$ cat src/rtl/tetris_blitter_pkg.sv
// Shared definitions for the rectangle blitter: display limits, register map,
// control/status bit positions and the fill state machine encoding.
package tetris_blitter_pkg;

  localparam int DISP_H_RES = 800;
  localparam int DISP_V_RES = 600;

  localparam logic [2:0] REG_ORIGIN = 3'd0;
  localparam logic [2:0] REG_SIZE   = 3'd1;
  localparam logic [2:0] REG_COLOR  = 3'd2;
  localparam logic [2:0] REG_CTRL   = 3'd3;

  localparam int CTRL_START    = 0;
  localparam int CTRL_ABORT    = 1;
  localparam int CTRL_CLR_DONE = 2;

  localparam int STAT_BUSY    = 0;
  localparam int STAT_DONE    = 1;
  localparam int STAT_CLIPPED = 2;

  typedef enum logic [1:0] {
    ST_IDLE   = 2'd0,
    ST_FILL   = 2'd1,
    ST_FINISH = 2'd2
  } blit_state_e;

endpackage

$ cat src/rtl/tetris_blitter.sv
// Wishbone-controlled rectangle fill engine: streams one solid-colour rectangle
// into the frame RAM write port in raster order, dropping off-screen pixels.
module tetris_blitter
  import tetris_blitter_pkg::*;
#(
  parameter int H_RES = DISP_H_RES,
  parameter int V_RES = DISP_V_RES
) (
  input  logic        wb_clk_i,
  input  logic        wb_rst_ni,
  input  logic        wb_cyc_i,
  input  logic        wb_stb_i,
  input  logic        wb_we_i,
  input  logic [7:0]  wb_adr_i,
  input  logic [31:0] wb_dat_i,
  output logic [31:0] wb_dat_o,
  output logic        wb_ack_o,
  output logic        pix_valid,
  output logic [9:0]  pix_row,
  output logic [9:0]  pix_col,
  output logic [11:0] pix_rgb,
  input  logic        pix_ready,
  output logic        done_irq
);

  localparam logic [10:0] H_LIM = 11'(H_RES);
  localparam logic [10:0] V_LIM = 11'(V_RES);

  blit_state_e state_reg, state_next;

  logic [19:0] origin_reg;
  logic [19:0] size_reg;
  logic [11:0] color_reg;
  logic        done_reg;
  logic        clipped_reg;

  logic [9:0]  work_row_reg, work_col_reg;
  logic [9:0]  work_h_reg, work_w_reg;
  logic [11:0] work_rgb_reg;
  logic [9:0]  row_idx_reg, col_idx_reg;

  logic [2:0]  reg_sel;
  logic        wr_en, ctrl_wr, start_cmd, abort_cmd, start_go;
  logic [10:0] cur_row, cur_col;
  logic        clip_now, advance, last_pix, row_end;
  logic [31:0] rd_data;
  logic        unused_bits;

  assign unused_bits = ^{wb_adr_i[7:5], wb_adr_i[1:0], wb_dat_i[31:20]};

  assign reg_sel   = wb_adr_i[4:2];
  assign wr_en     = wb_ack_o && wb_cyc_i && wb_stb_i && wb_we_i;
  assign ctrl_wr   = wr_en && (reg_sel == REG_CTRL);
  // ABORT wins over START when both bits arrive in one write
  assign start_cmd = ctrl_wr && wb_dat_i[CTRL_START] && !wb_dat_i[CTRL_ABORT];
  assign abort_cmd = ctrl_wr && wb_dat_i[CTRL_ABORT];
  assign start_go  = (state_reg == ST_IDLE) && start_cmd;

  assign cur_row  = {1'b0, work_row_reg} + {1'b0, row_idx_reg};
  assign cur_col  = {1'b0, work_col_reg} + {1'b0, col_idx_reg};
  assign clip_now = (cur_col >= H_LIM) || (cur_row >= V_LIM);
  assign row_end  = (col_idx_reg == work_w_reg - 10'd1);
  assign last_pix = row_end && (row_idx_reg == work_h_reg - 10'd1);

  always_ff @(posedge wb_clk_i or negedge wb_rst_ni) begin
    if (!wb_rst_ni) state_reg <= ST_IDLE;
    else            state_reg <= state_next;
  end

  always_comb begin
    state_next = state_reg;
    case (state_reg)
      ST_IDLE: begin
        if (start_cmd) begin
          if (size_reg[19:10] == 10'd0 || size_reg[9:0] == 10'd0) state_next = ST_FINISH;
          else                                                      state_next = ST_FILL;
        end
      end
      ST_FILL: begin
        if (abort_cmd)               state_next = ST_IDLE;
        else if (advance && last_pix) state_next = ST_FINISH;
      end
      ST_FINISH: state_next = ST_IDLE;
      default:   state_next = ST_IDLE;
    endcase
  end

  always_comb begin
    pix_valid = (state_reg == ST_FILL) && !clip_now;
    pix_row   = cur_row[9:0];
    pix_col   = cur_col[9:0];
    pix_rgb   = work_rgb_reg;
    // off-screen pixels step through in a single cycle without a handshake
    advance   = (state_reg == ST_FILL) && (clip_now || pix_ready);
  end

  always_comb begin
    rd_data = 32'd0;
    case (reg_sel)
      REG_ORIGIN: rd_data = {12'd0, origin_reg};
      REG_SIZE:   rd_data = {12'd0, size_reg};
      REG_COLOR:  rd_data = {20'd0, color_reg};
      REG_CTRL:   rd_data = {29'd0, clipped_reg, done_reg, state_reg != ST_IDLE};
      default:    rd_data = 32'd0;
    endcase
  end

  always_ff @(posedge wb_clk_i or negedge wb_rst_ni) begin
    if (!wb_rst_ni) begin
      wb_ack_o   <= 1'b0;
      wb_dat_o   <= 32'd0;
      origin_reg <= 20'd0;
      size_reg   <= 20'd0;
      color_reg  <= 12'd0;
    end else begin
      wb_ack_o <= !wb_ack_o && wb_stb_i && wb_cyc_i;
      if (!wb_ack_o && wb_stb_i && wb_cyc_i) wb_dat_o <= rd_data;
      if (wr_en) begin
        case (reg_sel)
          REG_ORIGIN: origin_reg <= wb_dat_i[19:0];
          REG_SIZE:   size_reg   <= wb_dat_i[19:0];
          REG_COLOR:  color_reg  <= wb_dat_i[11:0];
          default:    ;
        endcase
      end
    end
  end

  always_ff @(posedge wb_clk_i or negedge wb_rst_ni) begin
    if (!wb_rst_ni) begin
      work_row_reg <= 10'd0;
      work_col_reg <= 10'd0;
      work_h_reg   <= 10'd0;
      work_w_reg   <= 10'd0;
      work_rgb_reg <= 12'd0;
      row_idx_reg  <= 10'd0;
      col_idx_reg  <= 10'd0;
      done_reg     <= 1'b0;
      clipped_reg  <= 1'b0;
      done_irq     <= 1'b0;
    end else begin
      done_irq <= (state_reg == ST_FINISH);
      if (start_go) begin
        work_row_reg <= origin_reg[19:10];
        work_col_reg <= origin_reg[9:0];
        work_h_reg   <= size_reg[19:10];
        work_w_reg   <= size_reg[9:0];
        work_rgb_reg <= color_reg;
        row_idx_reg  <= 10'd0;
        col_idx_reg  <= 10'd0;
        clipped_reg  <= 1'b0;
      end else if (advance) begin
        if (clip_now) clipped_reg <= 1'b1;
        if (row_end) begin
          col_idx_reg <= 10'd0;
          row_idx_reg <= row_idx_reg + 10'd1;
        end else begin
          col_idx_reg <= col_idx_reg + 10'd1;
        end
      end
      if (state_reg == ST_FINISH)                      done_reg <= 1'b1;
      else if (start_go)                               done_reg <= 1'b0;
      else if (ctrl_wr && wb_dat_i[CTRL_CLR_DONE])     done_reg <= 1'b0;
    end
  end

endmodule

$ cat config.mk
export PLATFORM = sky130hd
export DESIGN_NAME = tetris_blitter
export DESIGN_NICKNAME = d
export VERILOG_FILES = /design/src/rtl/tetris_blitter_pkg.sv /design/src/rtl/tetris_blitter.sv
export SDC_FILE = /design/constraint.sdc
export NUM_CORES = 1
export LEC_CHECK = 0
export BUFFER_PORTS_ARGS = -buffer_cell sky130_fd_sc_hd__clkbuf_2
export CORE_AREA = 2 2 125 127
export CTS_CLUSTER_SIZE = 12
export DETAILED_ROUTE_END_ITERATION = 6
export DIE_AREA = 0 0 127 129
export GPL_ROUTABILITY_DRIVEN = 1
export HOLD_SLACK_MARGIN = 0.1
export PLACE_DENSITY = 0.81
export SYNTH_ARGS = -nofsm -noshare
export SYNTH_HDL_FRONTEND = slang
export SYNTH_SLANG_ARGS = --single-unit
$ cat constraint.sdc
create_clock -name wb_clk_i -period 5.13 [get_ports wb_clk_i]
set_clock_uncertainty 0.1 [all_clocks]
set_input_delay 0.513 -clock wb_clk_i [delete_from_list [all_inputs] [get_ports wb_clk_i]]
set_output_delay 0.513 -clock wb_clk_i [all_outputs]
set_load 0.005 [all_outputs]
==> impl_metrics.toml <==
[status]
status = "completed"

[cts]
cts_buffer_depth = 2
clock-sinks = 150
post-cts-setup-buffers = 0
path_clk_slew_ns = 0.06
cts_tree = "yes"
hold_buffers = 0
cts_root_buf = "clkbuf_16"
cts_buffers = 17
clk_latency_ns = 0.43
cts_max_level = 4
post_cts_resize_count = 0

[route]
viasPerCell = 5.92
ant_nets = 0
num_vias = 6422
drc = 0
wl_per_cell_um = 17.5
drt_iter0_markers = 586
wirelength_um = 19000
drtPass1Iterations = 5

[sta]
fmax_ghz = 0.250
min_period_over_period_pct = 78.1
setup_viol = 0
finalCriticalPeriod_ns = 4.01
rsz0062_at_grt = "no"
fin_tns_setup_ns = 0
hold_viol_final = 0
slew_violations = 0
slew_headroom_pct = 29.5
worstMarginPinSlew_ns = 1.05

[synth]
synth_edf_count = 0
synth-main-ff-cell = "dfrtp_1"
synth_commonest_cells = "nand2_1, dfrtp_1, mux2_2, o21ai_0, clkbuf_1"
ys_seq_area_share_pct = 46.4
yosys_register_bits = 150
synth_top_area_share_pct = 46.4
syn_area_um2 = 8090
yosysMostFrequentCell = "nand2_1"
synthDistinctLibCells = 71
yosysTopAreaCell = "dfrtp_1"
yosysWarnings = 0
synth.area.top_cells = "dfrtp_1, nand2_1, mux2_2"
synth_cells = 816
async_flop_share_pct = 100
syn_area_per_cell_um2 = 9.91

[critical_path]
r2r_end = "col_idx_reg[3]"
crit_slowest_cell = "dfrtp_1"
reg2reg_depth = 10
critical-path-max-stage-delay_ns = 0.47
crit_path_cell_trace = "ha_1 -> a21o_1 -> a21o_1 -> or3_1 -> a22oi_2 -> o21ai_1 -> a2111oi_4 -> o21ai_1 -> nor2_1 -> clkbuf_2"
crit_fanout = 8
arrival_ns = 3.39
endpoint_kind = "primary output"
r2r-start = "row_idx_reg[3]"
cp.required_ns = 4.52
criticalPathCategory = "reg2out"
r2r_setup_slack_ns = 1.53
startpoint_type = "flip-flop"

[power]
p_per_area_nw_per_um2 = 292
vdd_drop_max_uv = 244
p_leak_nw = 4.51

[finish]
layout-drive-gt1-share_pct = 22.1
final_util_pct = 61.2
insertedDiodeCount = 0
nets = 956
area_growth_pct = 13.4
fillers = 1239

[die]
start_util_pct = 54.0
core_area_um2 = 15000
chipWidth_um = 127
die_h_um = 129
ios = 113
rows = 45
fp.dieArea_um2 = 16400

[hold_path]
hold_class = "in2async"

[grt]
grt_pass1_vias = 6055
antenna_found_initial = 0
grt_pass1_wl_um = 31200
grt_util_all_layers_pct = 24.1
grt_max_degree = 111
grt_overflow = 0

[place]
dp.final_hpwl_um = 12900
place.gp.congestion = 0.833
io_buffers = 83

[job]
cap_violations = 0
layout make-up:
cell class | count | area [µm²] | share of cell area [%]
multi-input cells | 612 | 4090 | 44.6
clock inverters | 15 | 146 | 1.60
inverters | 16 | 60.1 | 0.655
clock buffers | 17 | 425 | 4.64
well taps | 188 | 235 | 2.56
flip-flops and latches | 150 | 3750 | 40.9
repair buffers | 87 | 464 | 5.06
stage by stage:
step | instance area (µm²) | setup WS [ns] | hold slack, ns | total power [mW] | std cells
final | 9170 | 1.12 | 0.108 | 2.67 | 1085
after global routing | 9170 | 0.940 | 0.207 | 2.77 | 1085
after CTS | 9170 | 1.13 | 0.167 | 2.68 | 1085
after detailed placement | 8600 | 1.35 | 0.361 | 1.49 | 1053
after global placement | 8600 | 1.54 | 0.359 | 1.48 | 1053
after floorplan | 8130 | 2.01 | 0.117 | 1.40 | 827
power by group:
part	switching (mW)	leakage, nW	total (mW)	internal, mW
logic	0.109	2.25	0.195	0.0857
clock network	0.526	0.263	1.20	0.676
registers	0.0483	2.00	1.28	1.23
total	0.684	4.51	2.67	1.99
logic make-up after synthesis:
group,count (synthesis),share of synthesized area (%)
AO/OA/AOI/OAI,136,12.2
other,1,0.0464
adder cells (fa/ha/maj),26,4.21
multiplexers,77,10.7
flip-flops,150,46.4
XOR/XNOR,41,4.44
buffers and inverters,65,3.82
AND/OR/NAND/NOR,320,18.2
routing by layer:
metal  up-vias  share of wire (%)  GRT usage [%]
met5         -                  0              0
li1       3002                  -              -
met3        26                5.1           5.28
met2       214                 46           38.0
met1      3180                 47           34.1
met4         0                1.7           6.85
worst max-delay path, delay by kind of cell, from the launching register on:
kind | cells | cell delay (ns)
AOI/OAI and AO/OA | 6 | 1.42
and+or+nand+nor | 2 | 0.56
DFF | 1 | 0.47
adders and majority gates | 1 | 0.37
buffers and inverters | 1 | 0.15
cell usage in the layout, fill, tap and decap left out, types with 4 or more instances in the layout:
cell type / synthesis / routed
or3_1: 6 / 6
clkbuf_16: 0 / 17
inv_6: 0 / 5
o21ai_0: 36 / 36
a2111oi_2: 4 / 4
and3_1: 10 / 10
a21oi_1: 22 / 22
conb_1: 1 / 12
nor2b_1: 5 / 5
dfrtp_1: 150 / 150
o31ai_1: 8 / 8
a21o_1: 6 / 6
a211oi_1: 5 / 5
ha_1: 24 / 24
nor4_1: 7 / 5
mux2_2: 53 / 53
nand2_1: 197 / 197
or4_1: 13 / 13
nor3_1: 13 / 13
inv_1: 16 / 16
o21ai_1: 5 / 5
nand4_1: 5 / 5
xor2_1: 16 / 16
o211ai_1: 9 / 9
mux2i_1: 22 / 22
clkbuf_2: 0 / 82
clkinv_4: 0 / 4
a22o_1: 13 / 13
xnor2_1: 25 / 25
clkinvlp_4: 0 / 5
nand3_1: 16 / 16
nor2_1: 25 / 25
worst max path at each step:
stage | startpoint | to | slack (ns) | depth (start not counted)
after floorplan | row_idx_reg[3] | col_idx_reg[9] | 2.01 | 11
after global placement | wb_adr_i[2] | col_idx_reg[9] | 1.54 | 6
after detailed placement | wb_adr_i[2] | col_idx_reg[9] | 1.35 | 6
after CTS | row_idx_reg[3] | pix_valid | 1.13 | 10
after global routing | row_idx_reg[3] | pix_valid | 0.94 | 10
final | row_idx_reg[3] | pix_valid | 1.12 | 10
Power figures use the tool's default switching activity.
